`src/rtl/bin2bcd_seq.sv`:
```
// Sequential binary-to-BCD converter (shift-and-add-3), one input bit per clock,
// with valid/ready handshakes on both sides and a sticky overflow flag.
module bin2bcd_seq #(
  parameter int WIDTH  = 8,
  parameter int DIGITS = 3
) (
  input  logic                  clk,
  input  logic                  rst,
  input  logic                  in_valid,
  output logic                  in_ready,
  input  logic [WIDTH-1:0]      x,
  output logic                  out_valid,
  input  logic                  out_ready,
  output logic [4*DIGITS-1:0]   bcd,
  output logic                  overflow
);

  localparam int SW = WIDTH + 4*DIGITS;
  localparam int CW = $clog2(WIDTH + 1);

  typedef enum logic [1:0] {IDLE, SHIFT, DONE} state_t;

  state_t          state, state_nxt;
  logic [SW-1:0]   shreg, shreg_nxt, adj;
  logic [CW-1:0]   cnt, cnt_nxt;
  logic            ovf, ovf_nxt;

  // Add-3 correction on every digit in parallel, including the top digit, so
  // that the bit shifted out of the top is exactly the decimal carry.
  always_comb begin
    adj = shreg;
    for (int k = 0; k < DIGITS; k++) begin
      if (shreg[WIDTH+4*k +: 4] >= 4'd5)
        adj[WIDTH+4*k +: 4] = shreg[WIDTH+4*k +: 4] + 4'd3;
    end
  end

  // NOTE: every signal written here gets a default first, otherwise a path
  // that skips an assignment would infer a latch.
  always_comb begin
    state_nxt = state;
    shreg_nxt = shreg;
    cnt_nxt   = cnt;
    ovf_nxt   = ovf;
    in_ready  = 1'b0;
    out_valid = 1'b0;
    case (state)
      IDLE: begin
        in_ready = 1'b1;
        if (in_valid) begin
          state_nxt = SHIFT;
          shreg_nxt = SW'(x);
          cnt_nxt   = '0;
          ovf_nxt   = 1'b0;
        end
      end
      SHIFT: begin
        shreg_nxt = {adj[SW-2:0], 1'b0};
        ovf_nxt   = ovf | adj[SW-1];
        cnt_nxt   = cnt + CW'(1);
        if (cnt == CW'(WIDTH - 1))
          state_nxt = DONE;
      end
      DONE: begin
        out_valid = 1'b1;
        // Combinational out_ready -> in_ready path enables back-to-back loads.
        in_ready  = out_ready;
        if (out_ready) begin
          if (in_valid) begin
            state_nxt = SHIFT;
            shreg_nxt = SW'(x);
            cnt_nxt   = '0;
            ovf_nxt   = 1'b0;
          end else begin
            state_nxt = IDLE;
          end
        end
      end
      default: state_nxt = IDLE;
    endcase
  end

  // NOTE: sequential state uses non-blocking assignments so all registers
  // update together from the values sampled at the same edge.
  always_ff @(posedge clk) begin
    if (rst) begin
      state <= IDLE;
      shreg <= '0;
      cnt   <= '0;
      ovf   <= 1'b0;
    end else begin
      state <= state_nxt;
      shreg <= shreg_nxt;
      cnt   <= cnt_nxt;
      ovf   <= ovf_nxt;
    end
  end

  assign bcd      = shreg[SW-1 -: 4*DIGITS];
  assign overflow = ovf;

endmodule

```
`config.mk`:
```
export PLATFORM = sky130hd
export DESIGN_NAME = bin2bcd_seq
export DESIGN_NICKNAME = d
export VERILOG_FILES = /design/src/rtl/bin2bcd_seq.sv
export SDC_FILE = /design/constraint.sdc
export NUM_CORES = 1
export LEC_CHECK = 0
export BUFFER_PORTS_ARGS = -buffer_cell sky130_fd_sc_hd__buf_4
export CAP_MARGIN = 20
export CORE_ASPECT_RATIO = 1.75
export CORE_UTILIZATION = 25
export CTS_CLUSTER_SIZE = 25
export DETAILED_ROUTE_END_ITERATION = 8
export PLACE_DENSITY = 0.48
export SLEW_MARGIN = 0
export SYNTH_ARGS = -nofsm -noshare
export SYNTH_HDL_FRONTEND = slang
export SYNTH_SLANG_ARGS = --single-unit
```
`constraint.sdc`:
```
create_clock -name clk -period 1.9 [get_ports clk]
set_clock_uncertainty 0.1 [all_clocks]
set_input_delay 0.57 -clock clk [delete_from_list [all_inputs] [get_ports clk]]
set_output_delay 0.57 -clock clk [all_outputs]
set_load 0.01 [all_outputs]
```
==> impl_metrics.tcl, run 1 <==
set metrics [dict create \
    cts.sinks 27 \
    dieHeight_um 102 \
    synthMuxAreaShare_pct 0.781 \
    min_path_cells 2 \
    synth-seq-area-share_pct 37.5 \
    leakagePower_nw 0.638 \
    synth_area_leaders "dfxtp_1 (37%), ha_1 (6.1%), nand2_1 (5.5%)" \
    layout-area-overhead-vs-synth_pct 22.2 \
    pwr-share-clk_pct 30.7 \
    io_pins 27 \
    synth_compound_area_share_pct 24.5 \
    holdBufCountCts 0 \
    tns_ns 0 \
    maxSlewViolCount 0 \
    cp-start-kind "flip-flop" \
    ys.warnings.count 0 \
    grt_pass1_wl_mm 5.78 \
    cts_buffers 3 \
    r2r-end "shreg[18]$_SDFFE_PP0P_" \
    fillerInstances 625 \
    core_mm2 0.00559 \
    drt-total-wl_mm 3.47 \
    final_net_count 216 \
    floorplan.initialDensity_pct 25.8 \
    synth_fa_ha_area_share_pct 6.07 \
    max_slew.worst_pin.slew_ns 0.426 \
    drt_iter0_drc 40 \
    drc 0 \
    p_sw_share_pct 26.8 \
    port-buffer-count 26 \
    antenna_found_initial 0 \
    grt-ovfl-total 0 \
    max_freq_mhz 559 \
    cts.repair.resized 0 \
    final_area_mm2 0.00176 \
    period_minus_slack_ns 1.79 \
    synth_area_mm2 0.00144 \
    htree_levels 1 \
    reg2reg_depth 6 \
    netlist.area_leader.share_pct 37.5 \
    ff_latch_area_um2 542 \
    setup_viol 0 \
    clock_latency_ns 0.27 \
    postCtsSetupBuffers 0 \
    switchingPower_uw 293 \
    synthFlopType "dfxtp_1" \
    hp-start "shreg[2]$_SDFFE_PP0P_" \
    clockBufferDepth 2 \
    r2r_slack_ns 0.11 \
    synth_xor_area_share_pct 1.82 \
    rsz0062_at_grt "false" \
    comb_power_share_pct 14.5 \
    status "complete, no violations" \
    synth_simple_gate_area_share_pct 23.1 \
    layout-drive-gt1-share_pct 21.9 \
    grt_util_all_layers_pct 12.5 \
    powerDensity_mw_per_mm2 621 \
    crit_arrival_ns 1.88 \
    antenna_left 0 \
    syn_nets 189 \
    rows 36 \
    dieArea_mm2 0.00609 \
    ys_types 39 \
    internal_power_uw 802 \
    end_kind "flip-flop" \
    dp_hpwl_mm 2.54 \
    grt_pass1_vias 1248 \
    cts_root_buffer "clkbuf_8" \
    synth_top_family_by_area "compound AO/OA/AOI/OAI gates" \
    async_flop_share_pct 0 \
    hold_class "reg -> reg" \
    diodes 0 \
    crit_fanout 4 \
    grt_start_max_net_pins 28 \
    via_count 1317 \
    cts_tree "yes" \
    crit_type "reg -> reg" \
    multi_input_area_um2 811 \
    drt-pass1-iter-count 4 \
    viasPerCell 4.84 \
    wl_per_cell_um 12.7 \
    fin_crit_sh_pct 94.2 \
    relSlewSlack_pct 71.2 \
    synth_top_area_cell "dfxtp_1" \
    layout_commonest_cell "buf_4" \
    synth-edff-count 0 \
    synth.avg_cell_area_um2 8.49 \
    ys_ff_latch 27 \
    irDropWorstVdd_v 0.000220 \
    synthCells 170 \
    clkTransAtPathRegs_ns 0.10 \
    placed_area_mm2 0.00172 \
    rr_startpoint "shreg[17]$_SDFFE_PP0P_" \
    fp.dieW_um 59.4 \
    required_ns 1.99 \
    hold_viol 0 \
    maxCapViolCount 0 \
    gp_congestion 0.756 \
    hold_end "shreg[2]$_SDFFE_PP0P_" \
    mostFrequentLayoutCells "buf_4 (32), dfxtp_1 (26), nand2_1 (21)" \
    seqPwrFrac_pct 54.8 \
]
## stage by stage
step           utilization (%)  cells  power (mW)  setup WS [ns]  hold slack, ns
2_1_floorplan                -    170       0.719          0.218           0.347
3_3_place_gp              30.7    268       0.773         0.0750           0.357
3_5_place_dp              30.7    268       0.774         0.0588           0.359
4_1_cts                   31.5    272        1.12         0.0582           0.373
5_1_grt                   31.6    272        1.15         0.0203           0.399
6_report                  31.6    272        1.10          0.111           0.371
## registers in the layout, indices dropped and copies added, names as in the netlist
| name | count |
|---|---|
| shreg | 20 |
| cnt | 4 |
| state | 2 |
| overflow | 1 |
## cell usage after synthesis (all sizes together), types with 2 or more instances
cell type	instances
inv	8
nand2b	5
clkbuf	2
buf	8
xor2	3
o211ai	8
nor3	8
nand4b	2
o32a	2
o21ai	8
nor2	14
a21oi	11
nand2	21
and2b	2
a31oi	6
dfxtp	27
o311ai	3
ha	7
or4	5
a22oi	3
nand3	5
## cell type report
type / count / area share (%)
clock buffer: 4 / 2.56
inverter: 8 / 1.70
multi-input combinational: 125 / 46.0
sequential: 27 / 30.7
tap: 76 / 5.39
timing repair buffer: 32 / 13.6
## how the worst max path moves through the flow
stage	startpoint	end	cells after the start
finish	shreg[17]$_SDFFE_PP0P_	shreg[18]$_SDFFE_PP0P_	6
detailed placement	out_ready	cnt[3]$_SDFFE_PP0P_	5
floorplan	shreg[17]$_SDFFE_PP0P_	shreg[18]$_SDFFE_PP0P_	6
global route	shreg[16]$_SDFFE_PP0P_	shreg[18]$_SDFFE_PP0P_	6
global placement	out_ready	cnt[3]$_SDFFE_PP0P_	5
CTS	state[1]$_SDFFE_PP0P_	out_valid	3
## routing by layer
metal	up-vias	global-route usage [%]	routed length, µm
met1	626	14.9	1500
met5	-	0	0
met2	21	21.4	1830
met3	4	1.13	69
li1	666	-	-
met4	0	6.78	70
## power by group through the flow
stage               Combinational, mW  Clock (mW)  Sequential, mW
finish                          0.159       0.336           0.600
floorplan                       0.112           0           0.607
global placement                0.160           0           0.613
detailed placement              0.161           0           0.613
global route                    0.176       0.372           0.602
CTS                             0.161       0.355           0.600
## critical path: stages, from the launching register on
cell	delay (ns)
dfxtp_1	0.36
inv_1	0.09
ha_1	0.18
nand2b_1	0.13
a21oi_1	0.30
mux2_2	0.37
o31ai_1	0.17
## cell families after synthesis
family | Yosys count
adder cells (fa/ha/maj) | 7
multiplexers | 1
AO/OA/AOI/OAI | 49
XOR/XNOR | 3
AND/OR/NAND/NOR | 65
buffers and inverters | 18
flip-flops | 27
Note: power is estimated with default switching activity, not from simulation.
==> inputs of run 2 (changes only) <==
- clock period: 1.9 -> 2 ns (I/O delays scaled with it)
==> impl_metrics.tcl, run 2 (synthesis results as in run 1) <==
set metrics [dict create \
    status "complete, no violations" \
    maxCapViolCount 0 \
    wl_per_cell_um 12.7 \
    crit_type "reg -> out" \
    crit_arrival_ns 1.13 \
    cts_tree "yes" \
    holdBufCountCts 0 \
    r2r-end "shreg[18]$_SDFFE_PP0P_" \
    postCtsSetupBuffers 0 \
    io_pins 27 \
    reg2reg_depth 6 \
    layout_commonest_cell "buf_4" \
    tns_ns 0 \
    fillerInstances 629 \
    dieHeight_um 102 \
    clock_latency_ns 0.27 \
    period_minus_slack_ns 1.83 \
    irDropWorstVdd_v 0.000253 \
    rr_startpoint "shreg[17]$_SDFFE_PP0P_" \
    rows 36 \
    drt-pass1-iter-count 4 \
    drt-total-wl_mm 3.44 \
    powerDensity_mw_per_mm2 591 \
    hold_end "shreg[4]$_SDFFE_PP0P_" \
    required_ns 1.30 \
    fp.dieW_um 59.4 \
    hold_viol 0 \
    grt-ovfl-total 0 \
    crit_fanout 7 \
    max_freq_mhz 546 \
    cts_root_buffer "clkbuf_8" \
    cts.sinks 27 \
    placed_area_mm2 0.00170 \
    end_kind "primary output" \
    dp_hpwl_mm 2.50 \
    grt_start_max_net_pins 27 \
    gp_congestion 0.759 \
    r2r_slack_ns 0.23 \
    largest_register "shreg" \
    antenna_left 0 \
    maxSlewViolCount 0 \
    clkTransAtPathRegs_ns 0.10 \
    largest_reg_flops 20 \
    final_area_mm2 0.00175 \
    leakagePower_nw 0.630 \
    layout-drive-gt1-share_pct 21.1 \
    min_path_cells 2 \
    grt_pass1_vias 1249 \
    setup_viol 0 \
    floorplan.initialDensity_pct 25.8 \
    cts.repair.resized 0 \
    post-place-ws_ns 0.0766 \
    rsz0062_at_grt "false" \
    via_count 1311 \
    relSlewSlack_pct 62.7 \
    clockBufferDepth 2 \
    internal_power_uw 755 \
    seqPwrFrac_pct 54.9 \
    core_mm2 0.00559 \
    grt_pass1_wl_mm 5.99 \
    dieArea_mm2 0.00609 \
    hold_class "reg -> reg" \
    viasPerCell 4.86 \
    layout-area-overhead-vs-synth_pct 21.2 \
    switchingPower_uw 278 \
    drc 0 \
    cts_buffers 3 \
    pwr-share-clk_pct 30.6 \
    mostFrequentLayoutCells "buf_4 (30), dfxtp_1 (27), nand2_1 (21)" \
    drt_iter0_drc 41 \
    final_net_count 214 \
    grt_util_all_layers_pct 12.8 \
    fin_crit_sh_pct 91.5 \
    p_sw_share_pct 26.9 \
    htree_levels 1 \
    cp-start-kind "flip-flop" \
    hold_slack_ns 0.374 \
    fin_ws_ns 0.169 \
    antenna_found_initial 0 \
    port-buffer-count 26 \
    hp-start "shreg[4]$_SDFFE_PP0P_" \
    reg_top3 "shreg x20, cnt x4, state x2" \
    max_slew.worst_pin.slew_ns 0.560 \
    diodes 0 \
    comb_power_share_pct 14.5 \
]
==> run 2: cell count changes in the layout (fill, tap and decap cells not counted), sizes merged <==
| cell | delta |
|---|---|
| buf | -2 |
| clkbuf | -1 |
| clkinv | +1 |
==> run 2: layout make-up <==
cell class	count	area [µm²]	share of cell area [%]
clock inverters	1	5.00	0.286
multi-input cells	125	811	46.4
repair buffers	30	225	12.9
inverters	8	30.0	1.72
clock buffers	3	41.3	2.36
flip-flops and latches	27	541	30.9
well taps	76	95.1	5.44
==> run 2: per-stage QoR <==
step | cells | total power [mW] | utilization [%]
CTS | 270 | 1.05 | 31.3
global route | 270 | 1.09 | 31.3
finish | 270 | 1.03 | 31.3
detailed placement | 266 | 0.731 | 30.5
global placement | 266 | 0.731 | 30.5
floorplan | 170 | 0.683 | -
==> run 2: worst max path at each step <==
stage | depth (start not counted) | to | from
global placement | 5 | cnt[3]$_SDFFE_PP0P_ | out_ready
CTS | 3 | out_valid | state[1]$_SDFFE_PP0P_
finish | 3 | out_valid | state[1]$_SDFFE_PP0P_
detailed placement | 5 | cnt[3]$_SDFFE_PP0P_ | out_ready
floorplan | 6 | shreg[18]$_SDFFE_PP0P_ | shreg[17]$_SDFFE_PP0P_
global route | 3 | out_valid | state[1]$_SDFFE_PP0P_
==> run 2: worst max-delay path, stage by stage, from the launching register on <==
cell and delay (ns):
dfxtp_1 0.46, inv_2 0.10, nor2_1 0.16, buf_4 0.14
==> run 2: power groups by stage <==
| stage | sequential [mW] | combinational [mW] | clock, mW |
|---|---|---|---|
| 3_5_place_dp | 0.579 | 0.152 | 0 |
| 4_1_cts | 0.567 | 0.152 | 0.328 |
| 3_3_place_gp | 0.580 | 0.151 | 0 |
| 2_1_floorplan | 0.576 | 0.107 | 0 |
| 6_report | 0.567 | 0.149 | 0.316 |
| 5_1_grt | 0.570 | 0.168 | 0.356 |
==> run 2: per-layer routing <==
metal  share of wire, %  up-vias  wire (µm)  global-route usage, %
met5                  0        -          0                      0
met4                1.6        0         54                   6.04
met3                2.0        2         70                   1.13
met2                 52       17       1780                   21.1
met1                 45      626       1540                   16.6
li1                   -      666          -                      -
